**src/rtl/branch_decode.sv**
```systemverilog
// Thumb branch decoder: recognises B<cond>, B and two-halfword BL and emits a registered branch strobe.
// Optional taken-branch counter enabled by defining BRANCH_DECODE_COUNT_EN.
module branch_decode (
  input  logic        clk,
  input  logic        rst,
  input  logic        instr_valid,
  input  logic [15:0] instr,
  input  logic [31:0] pc,
  input  logic [3:0]  flags,
  output logic        branch_valid,
  output logic        link,
  output logic [31:0] offset,
  output logic [31:0] branch_pc,
  output logic        bl_err,
  output logic        bl_pending,
  output logic [15:0] branch_count
);

  localparam logic [0:0] IDLE    = 1'b0;
  localparam logic [0:0] BL_WAIT = 1'b1;

  logic [0:0]  state, next_state;
  logic        hold_s;
  logic [9:0]  hold_imm10;
  logic [31:0] hold_pc;

  logic        take, take_link, latch_prefix, err;
  logic [31:0] take_off, take_pc;
  logic        i1, i2;

  // flags are {N,Z,C,V}
  function automatic logic cond_pass(input logic [3:0] cond, input logic [3:0] f);
    logic n, z, c, v;
    n = f[3]; z = f[2]; c = f[1]; v = f[0];
    case (cond)
      4'h0:    cond_pass = z;
      4'h1:    cond_pass = ~z;
      4'h2:    cond_pass = c;
      4'h3:    cond_pass = ~c;
      4'h4:    cond_pass = n;
      4'h5:    cond_pass = ~n;
      4'h6:    cond_pass = v;
      4'h7:    cond_pass = ~v;
      4'h8:    cond_pass = c & ~z;
      4'h9:    cond_pass = ~c | z;
      4'hA:    cond_pass = (n == v);
      4'hB:    cond_pass = (n != v);
      4'hC:    cond_pass = ~z & (n == v);
      4'hD:    cond_pass = z | (n != v);
      default: cond_pass = 1'b0;
    endcase
  endfunction

  always_comb begin
    take         = 1'b0;
    take_link    = 1'b0;
    take_off     = 32'd0;
    take_pc      = pc;
    latch_prefix = 1'b0;
    err          = 1'b0;
    next_state   = state;
    i1           = 1'b0;
    i2           = 1'b0;
    if (instr_valid) begin
      if (state == IDLE) begin
        if (instr[15:12] == 4'hD && instr[11:8] <= 4'hD) begin
          take     = cond_pass(instr[11:8], flags);
          take_off = {{23{instr[7]}}, instr[7:0], 1'b0} + 32'd4;
        end else if (instr[15:11] == 5'b11100) begin
          take     = 1'b1;
          take_off = {{20{instr[10]}}, instr[10:0], 1'b0} + 32'd4;
        end else if (instr[15:11] == 5'b11110) begin
          latch_prefix = 1'b1;
          next_state   = BL_WAIT;
        end
      end else begin
        // the halfword after a prefix is consumed either way, never re-decoded
        next_state = IDLE;
        if (instr[15:14] == 2'b11 && instr[12]) begin
          i1        = ~(instr[13] ^ hold_s);
          i2        = ~(instr[11] ^ hold_s);
          take      = 1'b1;
          take_link = 1'b1;
          take_pc   = hold_pc;
          take_off  = {{7{hold_s}}, hold_s, i1, i2, hold_imm10, instr[10:0], 1'b0} + 32'd4;
        end else begin
          err = 1'b1;
        end
      end
    end
  end

  always_ff @(posedge clk or posedge rst) begin
    if (rst) begin
      state        <= IDLE;
      bl_pending   <= 1'b0;
      branch_valid <= 1'b0;
      bl_err       <= 1'b0;
      link         <= 1'b0;
      offset       <= 32'd0;
      branch_pc    <= 32'd0;
      hold_s       <= 1'b0;
      hold_imm10   <= 10'd0;
      hold_pc      <= 32'd0;
    end else begin
      state        <= next_state;
      bl_pending   <= (next_state == BL_WAIT);
      branch_valid <= take;
      bl_err       <= err;
      if (take) begin
        link      <= take_link;
        offset    <= take_off;
        branch_pc <= take_pc;
      end
      if (latch_prefix) begin
        hold_s     <= instr[10];
        hold_imm10 <= instr[9:0];
        hold_pc    <= pc;
      end
    end
  end

`ifdef BRANCH_DECODE_COUNT_EN
  always_ff @(posedge clk or posedge rst) begin
    if (rst)       branch_count <= 16'd0;
    else if (take) branch_count <= branch_count + 16'd1;
  end
`else
  assign branch_count = 16'd0;
`endif

endmodule

```
**config.mk**
```make
export PLATFORM = sky130hd
export DESIGN_NAME = branch_decode
export DESIGN_NICKNAME = d
export VERILOG_FILES = /design/src/rtl/branch_decode.sv
export SDC_FILE = /design/constraint.sdc
export NUM_CORES = 1
export LEC_CHECK = 0
export ABC_AREA = 1
export CORE_MARGIN = 4
export CORE_UTILIZATION = 45
export CTS_BUF_LIST = sky130_fd_sc_hd__clkbuf_16
export CTS_CLUSTER_SIZE = 28
export DETAILED_ROUTE_END_ITERATION = 6
export DONT_BUFFER_PORTS = 1
export GPL_TIMING_DRIVEN = 1
export PLACE_DENSITY = 0.67
export SYNTH_ARGS = -nofsm -noshare
export SYNTH_HDL_FRONTEND = slang
export SYNTH_SLANG_ARGS = --single-unit
```
**constraint.sdc**
```tcl
create_clock -name clk -period 4.8 [get_ports clk]
set_clock_uncertainty 0.15 [all_clocks]
set_input_delay 1.44 -clock clk [delete_from_list [all_inputs] [get_ports clk]]
set_output_delay 1.44 -clock clk [all_outputs]
set_load 0.1 [all_outputs]
```
==> results.toml <==
[worst_setup_path]
r2r_end = "branch_pc[0]"
worstPathArrival_ps = 3390
critPathRequiredTime_ps = 4860
slowest_stage = "nand2_2"
max_stage_delay_ps = 620
cpMostUsedCell = "nand2_2"
cp_cell_sequence = "nand2_2 -> nor2_4 -> inv_2 -> nor2_1 -> nand2_2 -> o21ai_0 -> o21ai_1"
r2r-start = "state"
crit_fanout = 65
rrSetupSlack_ps = 2540
endpoint_kind = "flip-flop"
critPathKind = "in2reg"
startpoint = "instr[14]"
r2r_cells = 5
start_kind = "input port"

[final_layout]
layout_commonest_cell = "nand2_1"
drive_gt1_share_pct = 6.011
fin_util_pct = 48.18
nets = 784
syn_to_final_growth_pct = 4.782
mostFrequentLayoutCells = "nand2_1, dfrtp_1, nor2_1"
antennaDiodeCount = 0

[floorplanning]
start_util_pct = 45.99
die_area_mm2 = 0.01417
die_w_um = 119.0
io_pins = 139
core_area_mm2 = 0.01206
die_height_um = 119.0
rows = 40

[global_routing]
grt_use_total_pct = 18.24
antenna_found_initial = 0
grt_pass1_vias = 4313
grt_pass1_wl_mm = 21.45
grt-ovfl-total = 0
grt_max_degree = 92

[yosys]
synth-seq-cells = 104
synth.area.top_cells = "dfrtp_1, nand2_1, o21ai_0"
synth_area_per_cell_um2 = 7.386
seq_area_frac_synth_pct = 46.92
synth_largest_area_cell = "dfrtp_1"
async_flop_share_pct = 100.0
syn_area_mm2 = 0.005547
synth_top_area_share_pct = 46.92
synth_edf_count = 0
synth.distinct_cells = 31
synth_warnings = 0
synth_cells = 751
synth_ff_type = "dfrtp_1"

[cts]
cts_buffers = 9
clkSinkCount = 104
cts_root_buf = "clkbuf_16"
ctsHoldBuffers = 0
cts.path.max_buffers = 2
post_cts_resized = 0
clkLatencyLatePin_ps = 340
post-cts-setup-buffer-count = 0
htreeDepth = 3
clkSlewWorstSetupHoldPaths_ps = 70
tritoncts = "yes"

[sta]
fmax_ghz = 0.3006
hold_viol = 0
rsz0062_at_grt = "false"
tns_ps = 0
worst_slew_pin_slew_ps = 1004
period_share_pct = 69.31
period_minus_slack_ps = 3327
finalMaxSlewViolations = 0
setup_viol = 0
slew_headroom_pct = 32.80

[worst_hold_path]
hold_depth = 2
hold_end = "hold_pc[10]"
hold_path_class = "reg2reg"
worstHoldStart = "hold_pc[10]"

[status]
status = "completed"

[power_and_ir_drop]
leakage_uw = 0.002990
power.switching_uw = 1653
p_int_uw = 1574
combPwrFrac_pct = 13.3
power_frac_clock_pct = 22.3
ir_drop_mv = 0.2961
pwr-share-seq_pct = 64.3
sw_frac_of_total_pct = 51.22
powerDensity_mw_per_mm2 = 555.4

[run]
drv_cap = 0

[detailed_routing]
vias = 4496
detail-route-antenna-nets = 0
drt_iter0_drc = 357
drc_errors = 0
routed_wl_mm = 12.66
drtPass1Iterations = 7
vias_per_cell = 4.996
avgRoutedWirePerCell_um = 14.07

[placement]
gp_congestion = 0.9141
hpwlAfterDp_mm = 9.133
port_buffers = 0
-- metrics by stage --
| stage | instances | setup slack [ps] | instance area (µm²) | power [µW] | hold WS, ps |
|---|---|---|---|---|---|
| 6_report | 900 | 1473 | 5812 | 3228 | 334.4 |
| 5_1_grt | 900 | 1206 | 5812 | 3380 | 359.3 |
| 4_1_cts | 900 | 1483 | 5812 | 3261 | 337.6 |
| 3_5_place_dp | 884 | 1122 | 5517 | 2530 | 320.5 |
| 3_3_place_gp | 884 | 1200 | 5517 | 2512 | 313.0 |
| 2_1_floorplan | 767 | 477.8 | 5607 | 2444 | 297.9 |
-- metal layers --
layer	wire, µm	vias up	part of all wire, %	GRT usage [%]
li1	-	2275	-	-
met1	5569	2058	44	23.53
met2	5950	152	47	29.46
met3	998	11	7.9	5.840
met4	143	0	1.1	5.214
met5	0	-	0	0
-- cell families after synthesis --
group / Yosys count / share of synthesized area (%)
xor+xnor: 3 / 0.4738
simple gates: 387 / 28.54
compound gates: 126 / 11.78
other cells: 1 / 0.06761
fa+ha+maj: 2 / 0.4511
flops: 104 / 46.92
buf+inv: 128 / 11.78
-- worst max-delay path, delay by kind of cell --
kind,cells,cell delay (ps)
simple gates,4,1280
buf+inv,1,110
compound gates,2,530
-- Yosys cell counts, types with 2 or more instances --
| cell | number |
|---|---|
| nand2_2 | 4 |
| nor2_2 | 2 |
| nand3_1 | 49 |
| xor2_1 | 3 |
| dfrtp_1 | 104 |
| o21ai_1 | 32 |
| nand2_1 | 248 |
| buf_4 | 26 |
| buf_2 | 6 |
| buf_6 | 9 |
| nor2_4 | 3 |
| a21oi_1 | 21 |
| inv_1 | 65 |
| nor2_1 | 72 |
| o21ai_0 | 68 |
| clkbuf_1 | 14 |
| inv_2 | 6 |
| nand4_1 | 4 |
| buf_1 | 2 |
| ha_1 | 2 |
-- power groups by stage --
stage / combinational (µW) / sequential, µW / clock, µW
after floorplan: 394 / 2050 / 0
after global placement: 421 / 2090 / 0
after detailed placement: 433 / 2100 / 0
after CTS: 434 / 2080 / 746
after global routing: 494 / 2100 / 786
final: 430 / 2080 / 721
-- flip-flops by register name (all words and copies together) (netlist names) --
signal and cells:
hold_s 1, bl_err 1, offset 25, link 1, branch_pc 32, hold_pc 32, state 1, branch_valid 1
hold_imm10 10
-- worst max path at each step --
stage	depth (start not counted)	end	slack, ps
2_1_floorplan	1	bl_err	480
3_3_place_gp	8	branch_pc[28]	1200
3_5_place_dp	7	branch_pc[0]	1120
4_1_cts	7	branch_pc[0]	1480
5_1_grt	7	branch_pc[4]	1210
6_report	7	branch_pc[0]	1470
-- cell type report --
| class | instances | area (µm²) |
|---|---|---|
| clock inverter | 7 | 70.07 |
| multi-input combinational | 535 | 2354 |
| fill | 1227 | 6250 |
| clock buffer | 9 | 225.2 |
| tap | 168 | 210.2 |
| inverter | 71 | 269.0 |
| timing repair buffer | 6 | 77.57 |
| sequential | 104 | 2606 |
Note: power is estimated with default switching activity, not from simulation.
